<file path="src/rtl/draw_sequencer.sv">
`default_nettype none
// ============================================================================
// Module   : draw_sequencer
// Purpose  : Frame-level drawing controller. On a start request it runs the
//            screen filler to completion, then the Reuleaux shape drawer,
//            using a start/done handshake for each. It routes the active
//            producer's pixel stream to the VGA adapter plot port, clips
//            pixels outside the SCREEN_W x SCREEN_H frame, and counts
//            forwarded and clipped pixels.
// Ports    :
//   clk, rst_n                   clock, asynchronous active-low reset
//   start / done                 frame request / frame complete (held until
//                                start deasserts)
//   fill_start / fill_done       handshake with the screen filler
//   fill_x/y/colour/plot         filler pixel stream
//   shape_start / shape_done     handshake with the shape drawer
//   shape_x/y/colour/plot        drawer pixel stream (may be off-screen)
//   vga_x/y/colour/plot          registered pixel stream to the adapter
//   plotted_cnt / clipped_cnt    saturating per-frame pixel counters
// Revision : 1.0 - initial release
// ============================================================================
module draw_sequencer #(
  parameter int SCREEN_W = 160,
  parameter int SCREEN_H = 120,
  parameter int CNT_W    = 16
) (
  input  logic             clk,
  input  logic             rst_n,
  input  logic             start,
  output logic             done,
  output logic             fill_start,
  input  logic             fill_done,
  input  logic [7:0]       fill_x,
  input  logic [7:0]       fill_y,
  input  logic [2:0]       fill_colour,
  input  logic             fill_plot,
  output logic             shape_start,
  input  logic             shape_done,
  input  logic [7:0]       shape_x,
  input  logic [7:0]       shape_y,
  input  logic [2:0]       shape_colour,
  input  logic             shape_plot,
  output logic [7:0]       vga_x,
  output logic [6:0]       vga_y,
  output logic [2:0]       vga_colour,
  output logic             vga_plot,
  output logic [CNT_W-1:0] plotted_cnt,
  output logic [CNT_W-1:0] clipped_cnt
);

  typedef enum logic [2:0] {
    S_IDLE      = 3'd0,
    S_FILL      = 3'd1,
    S_FILL_REL  = 3'd2,
    S_SHAPE     = 3'd3,
    S_SHAPE_REL = 3'd4,
    S_DONE      = 3'd5
  } state_t;

  // Coordinates are compared at 9 bits so any 8-bit value fits below the limit.
  localparam logic [8:0] C_W_LIM = 9'(SCREEN_W);
  localparam logic [8:0] C_H_LIM = 9'(SCREEN_H);

  state_t           state_q, state_d;
  logic             done_q, fill_start_q, shape_start_q;
  logic [7:0]       vga_x_q, vga_x_d;
  logic [6:0]       vga_y_q, vga_y_d;
  logic [2:0]       vga_colour_q, vga_colour_d;
  logic             vga_plot_q, vga_plot_d;
  logic [CNT_W-1:0] plotted_q, plotted_d;
  logic [CNT_W-1:0] clipped_q, clipped_d;

  logic             w_src_plot;
  logic [7:0]       w_src_x;
  logic [7:0]       w_src_y;
  logic [2:0]       w_src_colour;
  logic             w_onscreen;
  logic             w_fwd;
  logic             w_clip;
  logic             w_clear;

  // --------------------------------------------------------------------------
  // Next-state logic
  // --------------------------------------------------------------------------
  always_comb begin
    state_d = state_q;
    case (state_q)
      S_IDLE:      if (start)       state_d = S_FILL;
      S_FILL:      if (fill_done)   state_d = S_FILL_REL;
      S_FILL_REL:  if (!fill_done)  state_d = S_SHAPE;
      S_SHAPE:     if (shape_done)  state_d = S_SHAPE_REL;
      S_SHAPE_REL: if (!shape_done) state_d = S_DONE;
      S_DONE:      if (!start)      state_d = S_IDLE;
      default:                      state_d = S_IDLE;
    endcase
  end

  // --------------------------------------------------------------------------
  // Active-source mux. The release states still belong to their producer so
  // that a pixel issued together with done is not lost.
  // --------------------------------------------------------------------------
  always_comb begin
    w_src_plot   = 1'b0;
    w_src_x      = 8'd0;
    w_src_y      = 8'd0;
    w_src_colour = 3'd0;
    case (state_q)
      S_FILL, S_FILL_REL: begin
        w_src_plot   = fill_plot;
        w_src_x      = fill_x;
        w_src_y      = fill_y;
        w_src_colour = fill_colour;
      end
      S_SHAPE, S_SHAPE_REL: begin
        w_src_plot   = shape_plot;
        w_src_x      = shape_x;
        w_src_y      = shape_y;
        w_src_colour = shape_colour;
      end
      default: ;
    endcase
  end

  assign w_onscreen = ({1'b0, w_src_x} < C_W_LIM) && ({1'b0, w_src_y} < C_H_LIM);
  assign w_fwd      = w_src_plot &  w_onscreen;
  assign w_clip     = w_src_plot & ~w_onscreen;
  assign w_clear    = (state_q == S_IDLE) && start;

  // --------------------------------------------------------------------------
  // Pixel path and counters (next values)
  // --------------------------------------------------------------------------
  always_comb begin
    vga_plot_d   = w_fwd;
    vga_x_d      = vga_x_q;
    vga_y_d      = vga_y_q;
    vga_colour_d = vga_colour_q;
    if (w_fwd) begin
      vga_x_d      = w_src_x;
      vga_y_d      = w_src_y[6:0];
      vga_colour_d = w_src_colour;
    end

    plotted_d = plotted_q;
    clipped_d = clipped_q;
    if (w_clear) begin
      plotted_d = '0;
      clipped_d = '0;
    end else begin
      if (w_fwd && (plotted_q != {CNT_W{1'b1}}))
        plotted_d = plotted_q + 1'b1;
      if (w_clip && (clipped_q != {CNT_W{1'b1}}))
        clipped_d = clipped_q + 1'b1;
    end
  end

  // --------------------------------------------------------------------------
  // Registers. Handshake outputs are decoded from the next state so they
  // change on the same edge as the state itself.
  // --------------------------------------------------------------------------
  always_ff @(posedge clk or negedge rst_n) begin
    if (!rst_n) begin
      state_q       <= S_IDLE;
      done_q        <= 1'b0;
      fill_start_q  <= 1'b0;
      shape_start_q <= 1'b0;
      vga_plot_q    <= 1'b0;
      vga_x_q       <= 8'd0;
      vga_y_q       <= 7'd0;
      vga_colour_q  <= 3'd0;
      plotted_q     <= '0;
      clipped_q     <= '0;
    end else begin
      state_q       <= state_d;
      done_q        <= (state_d == S_DONE);
      fill_start_q  <= (state_d == S_FILL);
      shape_start_q <= (state_d == S_SHAPE);
      vga_plot_q    <= vga_plot_d;
      vga_x_q       <= vga_x_d;
      vga_y_q       <= vga_y_d;
      vga_colour_q  <= vga_colour_d;
      plotted_q     <= plotted_d;
      clipped_q     <= clipped_d;
    end
  end

  assign done        = done_q;
  assign fill_start  = fill_start_q;
  assign shape_start = shape_start_q;
  assign vga_plot    = vga_plot_q;
  assign vga_x       = vga_x_q;
  assign vga_y       = vga_y_q;
  assign vga_colour  = vga_colour_q;
  assign plotted_cnt = plotted_q;
  assign clipped_cnt = clipped_q;

endmodule
`default_nettype wire

</file>
<file path="config.mk">
export PLATFORM = sky130hd
export DESIGN_NAME = draw_sequencer
export DESIGN_NICKNAME = d
export VERILOG_FILES = /design/src/rtl/draw_sequencer.sv
export SDC_FILE = /design/constraint.sdc
export NUM_CORES = 1
export LEC_CHECK = 0
export BUFFER_PORTS_ARGS = -buffer_cell sky130_fd_sc_hd__buf_2
export CORE_ASPECT_RATIO = 0.9
export CORE_MARGIN = 2
export CORE_UTILIZATION = 35
export CTS_CLUSTER_SIZE = 28
export DETAILED_ROUTE_END_ITERATION = 10
export PLACE_DENSITY_LB_ADDON = 0.3
export REMOVE_ABC_BUFFERS = 1
export SLEW_MARGIN = 20
export SYNTH_ARGS = -nofsm -noshare
export SYNTH_HDL_FRONTEND = slang
export SYNTH_SLANG_ARGS = --single-unit
</file>
<file path="constraint.sdc">
create_clock -name clk -period 6.8 [get_ports clk]
set_input_delay 0.34 -clock clk [delete_from_list [all_inputs] [get_ports clk]]
set_output_delay 0.34 -clock clk [all_outputs]
set_load 0.02 [all_outputs]
</file>
==> reports/qor.yml, run 1 <==
cts_sinks: 57
hp-class: "in -> async"
netlist.area_leader.share_pct: 43.75
crit_path_max_incr_delay_ps: 640
grt_pass1_wl_um: 13080
place.gp.congestion: 0.8328
post-route-period-util_pct: 46.63
fin_skew_ps: 13.51
core-area_um2: 9084
n_antenna_cell: 0
netlist_top_cells_area: "dfrtp_1 44%, mux2i_1 7.1%, nand2_1 5.0%"
synth_ff_type: "dfrtp_1"
drc: 0
cts_buffers: 9
cts.clk_slew.worst_paths_ps: 70
avgRoutedWirePerCell_um: 14.48
grt_max_degree: 58
post_route_cells_drive_above_1_share_pct: 29.12
setup_ws_ps: 3629
portBuffers: 98
cellLeakagePower_nw: 1.947
final.setup.tns_ps: 0
num_rows: 33
worstPathArrival_ps: 3370
synth_top_area_cell: "dfrtp_1"
maxCapViolCount: 0
nFillCells: 926
hold_viol_final: 0
num-nets-final: 485
first_pass_iters: 4
root_buffer: "clkbuf_8"
synth.cell_area_um2: 3261
synth.distinct_cells: 48
postCtsSetupRepairBufs: 0
die_area_um2: 10110
r2r_setup_slack_ps: 3630
die_w_um: 105.7
synth_seq_cells: 57
grt_pass1_vias: 2700
cts_max_level: 3
ir_drop_v: 0.0002780
ys_warn_count: 0
insertion_delay_ps: 330
start_util_pct: 35.90
end_kind: "flip-flop"
synthArstFlopShare_pct: 100.0
setup_viol: 0
antenna_found_initial: 0
powerDensity_nw_per_um2: 406.8
path_max_fanout: 40
vias: 2966
critPathLaunchType: "flip-flop"
drt_iter0_markers: 122
syn-instance-count: 348
synth.yosys.seq_area_share_pct: 43.75
clk_path_buf_depth: 2
avgViaCountPerCell: 5.250
place_ws_ps: 3619
syn_to_final_growth_pct: 24.33
postCtsHoldBufs: 0
track_usage_pct: 16.29
cp_slowest_cell: "dfrtp_1"
wirelength_um: 8184
die-height_um: 95.57
status: "completed"
slew_headroom_pct: 51.04
tightest_slew_ps: 734.4
cts_tree: "yes"
place_hpwl_um: 5788
crit_path_cell_trace: "nand2b_1 -> o221ai_1 -> o21a_1 -> or3_1 -> inv_2 -> mux2_1"
rsz0062_at_grt: "no"
crit_required_ps: 7000
grt.overflow.total: 0
drv_slew: 0
fmax_mhz: 315.4
fin_crit_ps: 3171
synth.avg_cell_area_um2: 9.370
synth_edf_count: 0
placed_area_um2: 3806
io_pins: 99
cts_resized: 0
final_cell_area_um2: 4054
ant_nets: 0
crit_type: "reg -> reg"
-- power by group --
part           switching (mW)  internal (mW)  total, mW
clock                   0.138          0.236      0.375
combinational           0.464          0.269      0.733
sequential              0.110          0.432      0.542
total                   0.712          0.938       1.65
-- per-layer routing --
metal,track usage (%),part of all wire [%]
met5,0,0
met1,21.95,47
met2,25.75,46
met4,5.482,1.4
met3,4.101,5.0
-- registers in the layout, summed over array words and instances, names as in the netlist --
| signal | cells |
|---|---|
| vga_y | 7 |
| shape_start | 1 |
| vga_x | 8 |
| clipped_cnt | 16 |
| plotted_cnt | 16 |
| fill_start | 1 |
| state_q | 3 |
| vga_colour | 3 |
| vga_plot | 1 |
| done | 1 |
-- logic make-up after synthesis --
| family | synth area share, % |
|---|---|
| mux | 7.751 |
| compound gates | 16.92 |
| fa+ha+maj | 0.7673 |
| xor+xnor | 0.2687 |
| flops | 43.75 |
| simple gates | 26.09 |
| buf+inv | 4.451 |
-- synth_stat cells (2+ instances only) --
cell type,count
ha_1,2
mux2i_1,23
o31ai_1,4
o211ai_1,6
or4bb_1,7
clkbuf_1,8
nand2b_1,12
and2_1,2
o221a_2,4
a31oi_1,2
nand3b_1,2
nand2_1,43
buf_6,3
nand4_1,7
o21a_1,2
o221ai_1,4
and3_1,6
dfrtp_1,57
o21ai_0,6
buf_2,8
nand4bb_1,2
and4_1,4
a22oi_1,11
nor2_1,31
buf_4,3
mux2_1,2
a21oi_1,31
a31o_1,2
or4_1,6
inv_1,4
nor3_1,4
or3_1,7
nor4_4,2
o21ai_1,5
nand3_1,13
-- layout make-up --
cell class / count / area [um2] / area share, %
inverters: 5 / 18.77 / 0.4630
repair buffers: 101 / 513.0 / 12.65
clock inverters: 4 / 73.82 / 1.821
flip-flops and latches: 57 / 1428 / 35.22
clock buffers: 12 / 165.2 / 4.074
well taps: 122 / 152.6 / 3.765
multi-input cells: 264 / 1703 / 42.01
-- worst max-delay path: cells and delay by family, from the launching register on --
family                 cells  cell delay, ps
AND/OR/NAND/NOR            2            1000
multiplexers               1             380
flip-flops                 1             640
AO/OA/AOI/OAI              2             520
buffers and inverters      1             500
-- through the flow --
| stage | cells | hold WS [ps] | power [mW] | util (%) |
|---|---|---|---|---|
| finish | 565 | 138.5 | 1.649 | 44.63 |
| global placement | 549 | 475.4 | 1.267 | 41.89 |
| floorplan | 326 | 44.41 | 1.044 | - |
| detailed placement | 549 | 487.0 | 1.285 | 41.90 |
| CTS | 565 | 181.1 | 1.667 | 44.53 |
| global route | 565 | 194.2 | 1.775 | 44.63 |
-- layout by cell type, fill, tap and decap left out, types with 4 or more instances in the layout --
cell      instances
dfrtp_1          56
or4bb_1           7
o221a_2           4
o31ai_1           4
mux2i_1          23
or3_1             7
inv_1             4
a21oi_1          31
nand2b_1         11
or4_1             6
nand2_1          43
nor2_1           31
o211ai_1          6
o221ai_1          4
nand4_1           7
and3_1            6
and4_1            4
nand3_1          13
buf_2            98
clkbuf_8         12
a22oi_1          11
o21ai_1           5
o21ai_0           6
-- path summary, 6_finish.rpt --
kind,end,cells past startpoint,from
setup / recovery,vga_x[6],6,state_q[2]
hold / removal,clipped_cnt[13],2,rst_n
setup reg to reg,vga_x[6],6,state_q[2]
hold reg to reg,clipped_cnt[6],1,clipped_cnt[6]
max in group asynchronous,state_q[0],2,rst_n
min in group clk,shape_start,3,shape_done
Power figures use the tool's default switching activity.
==> inputs of run 2 (changes only) <==
==> constraint.sdc (replaced) <==
create_clock -name clk -period 3 [get_ports clk]
set_input_delay 0.15 -clock clk [delete_from_list [all_inputs] [get_ports clk]]
set_output_delay 0.15 -clock clk [all_outputs]
set_load 0.02 [all_outputs]
==> run 2 against run 1 <==
Net effect:
- maximum frequency rose by 14%
- combinational power rose to 2.7 times the previous value
- critical path depth increased by 4
- clock skew down 4.8 ps
- die area did not move
- utilization increased by 0.84 points
- non-clock buffer count rose by 17
- critical endpoint is now vga_colour[0]
- highest routed layer unchanged
==> reports/qor.yml, run 2 (synthesis results as in run 1) <==
cellLeakagePower_nw: 2.007
die-height_um: 95.57
post_route_cells_drive_above_1_share_pct: 30.65
fin_cells: 582
place_hpwl_um: 6262
reg2reg_to: "vga_colour[0]"
drv_slew: 0
end_kind: "flip-flop"
root_buffer: "clkbuf_8"
vias: 3048
avgViaCountPerCell: 5.237
grt_pass1_vias: 2738
critPathLaunchType: "flip-flop"
maxCapViolCount: 0
fmax_mhz: 359.6
drt_iter0_markers: 109
core-area_um2: 9084
path_max_fanout: 31
die_area_um2: 10110
mostFrequentLayoutCells: "98 x buf_2, 57 x dfrtp_1, 43 x nand2_1"
r2r_cells: 10
cts_max_level: 3
num_rows: 33
holdPathStages: 3
crit_type: "reg -> reg"
wirelength_um: 8390
r2r_setup_slack_ps: 220
insertion_delay_ps: 340
internal_power_mw: 2.065
p_sw_share_pct: 44.31
ant_nets: 0
seqPwrFrac_pct: 30.0
clk_path_buf_depth: 2
p_comb_share_pct: 52.7
fin_crit_ps: 2781
nFillCells: 922
tightest_slew_ps: 747.9
cts.clk_slew.worst_paths_ps: 70
setup_ws_ps: 218.9
num-nets-final: 502
worstPathArrival_ps: 2990
grt_pass1_wl_um: 13300
place.gp.congestion: 0.8677
cts_sinks: 57
place_ws_ps: 176.1
antenna_found_initial: 0
slew_headroom_pct: 50.14
hp-class: "in -> reg"
avgRoutedWirePerCell_um: 14.42
cts_tree: "yes"
clockPowerShare_pct: 17.4
dp.cells: 565
holdPathEnd: "shape_start"
n_antenna_cell: 0
track_usage_pct: 16.75
ir_drop_v: 0.0004526
power.switching_mw: 1.643
grt.overflow.total: 0
fin_skew_ps: 8.723
powerDensity_nw_per_um2: 897.7
first_pass_iters: 5
postCtsSetupRepairBufs: 0
r2r-start: "state_q[1]"
syn_to_final_growth_pct: 26.67
setup_viol: 0
post-route-period-util_pct: 92.70
crit_required_ps: 3200
rsz0062_at_grt: "no"
start_util_pct: 35.90
io_pins: 99
status: "completed"
portBuffers: 98
hp-start: "shape_done"
die_w_um: 105.7
cts_buffers: 9
drc: 0
grt_max_degree: 32
final_common_cell: "buf_2"
hold_viol_final: 0
[run 2: cell count changes in the layout (fill, tap and decap cells not counted), sizes merged]
| cell | previous run | this run |
|---|---|---|
| clkinv | 2 | 3 |
| bufinv | 2 | 0 |
| buf | 101 | 117 |
| clkbuf | 12 | 13 |
| dlygate4sd3 | 0 | 1 |
[run 2: layout make-up]
class	instances	area [um2]	share of cell area [%]
multi-input cells	264	1703	41.23
flip-flops and latches	57	1426	34.54
repair buffers	118	655.6	15.87
clock buffers	13	158.9	3.847
well taps	122	152.6	3.696
inverters	5	18.77	0.4544
clock inverters	3	15.01	0.3635
[run 2: through the flow]
step | instance area, um2 | hold WS (ps) | utilization (%) | power, mW | setup TNS [ps]
2_1_floorplan | 3134 | -145.6 | - | 2.366 | -62.44
3_3_place_gp | 3938 | 50.44 | 43.35 | 3.027 | 0
3_5_place_dp | 3938 | 54.57 | 43.35 | 3.074 | 0
4_1_cts | 4121 | 84.29 | 45.37 | 3.737 | 0
5_1_grt | 4130 | 96.58 | 45.47 | 4.005 | 0
6_report | 4130 | 97.54 | 45.47 | 3.708 | 0
[run 2: worst max path at each step]
stage | startpoint | endpoint | slack (ps)
global placement | state_q[0] | clipped_cnt[14] | 300
finish | state_q[1] | vga_colour[0] | 220
detailed placement | state_q[0] | clipped_cnt[14] | 180
floorplan | state_q[0] | clipped_cnt[13] | -20
CTS | state_q[0] | clipped_cnt[14] | 150
global route | state_q[1] | vga_colour[2] | 20
[run 2: repair_timing]
action                    in CTS  in global routing
gates resized for setup        0                  0
hold endpoints to repair      10                  0
hold buffers                   1                  0
[run 2: metal layers]
layer,track usage (%),vias to the layer above,wire [um]
met5,0,-,0
met4,5.592,0,112
met3,4.853,10,446
met2,26.29,81,3927
met1,22.35,1456,3902
li1,-,1501,-
[run 2: power by group through the flow]
stage          registers, mW  clock network [mW]  logic [mW]
2_1_floorplan           1.42                   0       0.950
3_3_place_gp            1.12                   0        1.91
3_5_place_dp            1.13                   0        1.95
4_1_cts                 1.11               0.668        1.96
5_1_grt                 1.14               0.703        2.16
6_report                1.11               0.644        1.95
[run 2: critical path, cell delays in order, from the launching register on]
cell and delay, ps:
dfrtp_1 420, buf_4 180, or4bb_1 490, o221a_2 160
nor4_4 370, buf_4 200, or3_1 240, inv_2 160
buf_4 250, nor2_1 120, a21oi_1 50
==> inputs of run 3 (changes only) <==
--- a/config.mk
+++ b/config.mk
@@ -5,12 +5,12 @@
 export SDC_FILE = /design/constraint.sdc
 export NUM_CORES = 1
 export LEC_CHECK = 0
-export BUFFER_PORTS_ARGS = -buffer_cell sky130_fd_sc_hd__buf_2
 export CORE_ASPECT_RATIO = 0.9
 export CORE_MARGIN = 2
 export CORE_UTILIZATION = 35
 export CTS_CLUSTER_SIZE = 28
 export DETAILED_ROUTE_END_ITERATION = 10
+export DONT_BUFFER_PORTS = 1
 export PLACE_DENSITY_LB_ADDON = 0.3
 export REMOVE_ABC_BUFFERS = 1
 export SLEW_MARGIN = 20
==> run 3 against run 2 <==
Net effect:
- first-iteration DRC count shrank 28%
- critical path depth is the same
- count of clock-buffer cells in the layout shrank 1
- clock skew grew 1.3 ps
- non-clock buffer count shrank 97
- final cell count shrank 17%
- critical path type unchanged
- largest cell class unchanged
- largest power group unchanged
==> reports/qor.yml, run 3 (synthesis results as in run 1) <==
status: "completed"
grt.overflow.total: 0
drv_slew: 0
post_route_cells_drive_above_1_share_pct: 11.88
cts_buffers: 9
total_power_mw: 3.513
cts_tree: "yes"
place_ws_ps: 163.7
cellLeakagePower_nw: 1.581
fmax_mhz: 363.3
fin_skew_ps: 10.04
wirelength_um: 8179
grt_pass1_wl_um: 13210
drc: 0
clk_path_buf_depth: 2
cts_max_level: 3
ir_drop_v: 0.0004725
end_kind: "flip-flop"
crit_family: "simple AND/OR/NAND/NOR gates"
grt_max_degree: 58
fin_crit_ps: 2752
cts.clk_slew.worst_paths_ps: 70
maxCapViolCount: 0
post-route-period-util_pct: 91.75
holdPathEnd: "done"
grt_pass1_vias: 2557
core-area_um2: 9084
start_util_pct: 35.90
seqCellArea_um2: 1426
mostFrequentLayoutCells: "57 x dfrtp_1, 43 x nand2_1, 31 x nor2_1, 31 x a21oi_1, 23 x mux2i_1"
hp-class: "in -> reg"
path_max_fanout: 31
crit_type: "reg -> reg"
avgViaCountPerCell: 5.496
num_rows: 33
die_w_um: 105.7
r2r-start: "state_q[0]"
setup_ws_ps: 247.5
num-nets-final: 405
holdWs_ps: 35.68
slew_headroom_pct: 46.02
portBuffers: 0
avgRoutedWirePerCell_um: 16.90
antenna_found_initial: 0
insertion_delay_ps: 330
hp-start: "shape_done"
fin_cells: 484
top_usage_layer: "met2"
root_buffer: "clkbuf_8"
die-height_um: 95.57
ant_nets: 0
path_buf_inv: 4
dp.cells: 464
use_met2_pct: 25.75
drt_iter0_markers: 78
reg2reg_to: "vga_x[4]"
setup_viol: 0
r2r_setup_slack_ps: 250
met3_usage_pct: 7.861
hold_viol_final: 0
final_common_cell: "dfrtp_1"
place_hpwl_um: 5838
multi_input_area_um2: 1708
syn_to_final_growth_pct: 12.66
io_pins: 99
path_depth: 10
track_usage_pct: 16.72
powerDensity_nw_per_um2: 956.4
first_pass_iters: 4
place.gp.congestion: 0.8127
r2r_cells: 10
tightest_slew_ps: 809.7
holdPathStages: 3
crit_path_max_incr_delay_ps: 480
nFillCells: 924
crit_required_ps: 3250
cts_sinks: 57
grtUsageMet1_pct: 20.98
worstPathArrival_ps: 3000
vias: 2660
die_area_um2: 10110
n_antenna_cell: 0
critPathLaunchType: "flip-flop"
cp_slowest_cell: "or4bb_1"
crit_path_cell_trace: "buf_4 -> buf_4 -> or4bb_1 -> o221ai_2 -> nand2b_1 -> or3_4 -> inv_2 -> buf_4 -> nor2_1 -> a21oi_1"
cp_common_cell: "buf_4"
rsz0062_at_grt: "no"
[run 3: cell count changes in the layout (fill, tap and decap cells not counted)]
cell           previous run  this run
clkbuf_8                 11        12
buf_16                    0         1
buf_4                    18        16
or3_1                     7         6
buf_12                    1         0
buf_2                    98         0
or3_4                     0         1
dlygate4sd3_1             1         4
clkbuf_1                  2         0
[run 3: worst register-to-register path: cells and delay by family, from the launching register on]
kind / cells / cell delay, ps
AO/OA/AOI/OAI: 2 / 240
flip-flops: 1 / 460
AND/OR/NAND/NOR: 4 / 1110
buffers and inverters: 4 / 850
[run 3: power by group]
part / leakage [nW] / internal, mW / switching [mW] / total [mW]
registers: 0.744 / 0.980 / 0.410 / 1.39
logic: 0.739 / 0.587 / 0.878 / 1.47
clock network: 0.0980 / 0.358 / 0.300 / 0.658
total: 1.58 / 1.93 / 1.59 / 3.51
[run 3: how the worst max path moves through the flow]
stage	start	to	slack (ps)
2_1_floorplan	state_q[0]	clipped_cnt[13]	-20
4_1_cts	state_q[0]	vga_x[4]	150
6_report	state_q[0]	vga_x[4]	250
3_5_place_dp	state_q[0]	vga_x[4]	160
5_1_grt	state_q[0]	vga_y[2]	60
3_3_place_gp	state_q[2]	clipped_cnt[5]	60
[run 3: area by class of cell]
cell class	count	area share, %
flip-flops and latches	57	38.83
clock inverters	3	0.4087
clock buffers	12	4.496
repair buffers	21	5.109
well taps	122	4.155
inverters	5	0.5109
multi-input cells	264	46.49
[run 3: layer usage]
metal | vias to the layer above | part of all wire, %
met3 | 9 | 7.5
met1 | 1288 | 46
met4 | 0 | 1.3
met2 | 56 | 45
li1 | 1307 | -
met5 | - | 0
[run 3: timing repair]
action                                  CTS  global route
hold endpoints to repair                 60             0
setup buffers                             0             0
endpoints found under the setup margin    0            14
hold buffers                              5             0
gates resized for setup                   0             1
[run 3: stage by stage]
step	TNS [ps]	util (%)	instance area, um2
final	0	40.44	3674
after global routing	0	40.44	3674
after CTS	0	40.39	3669
after detailed placement	0	37.66	3421
after global placement	0	37.56	3412
after floorplan	-62.44	-	3134
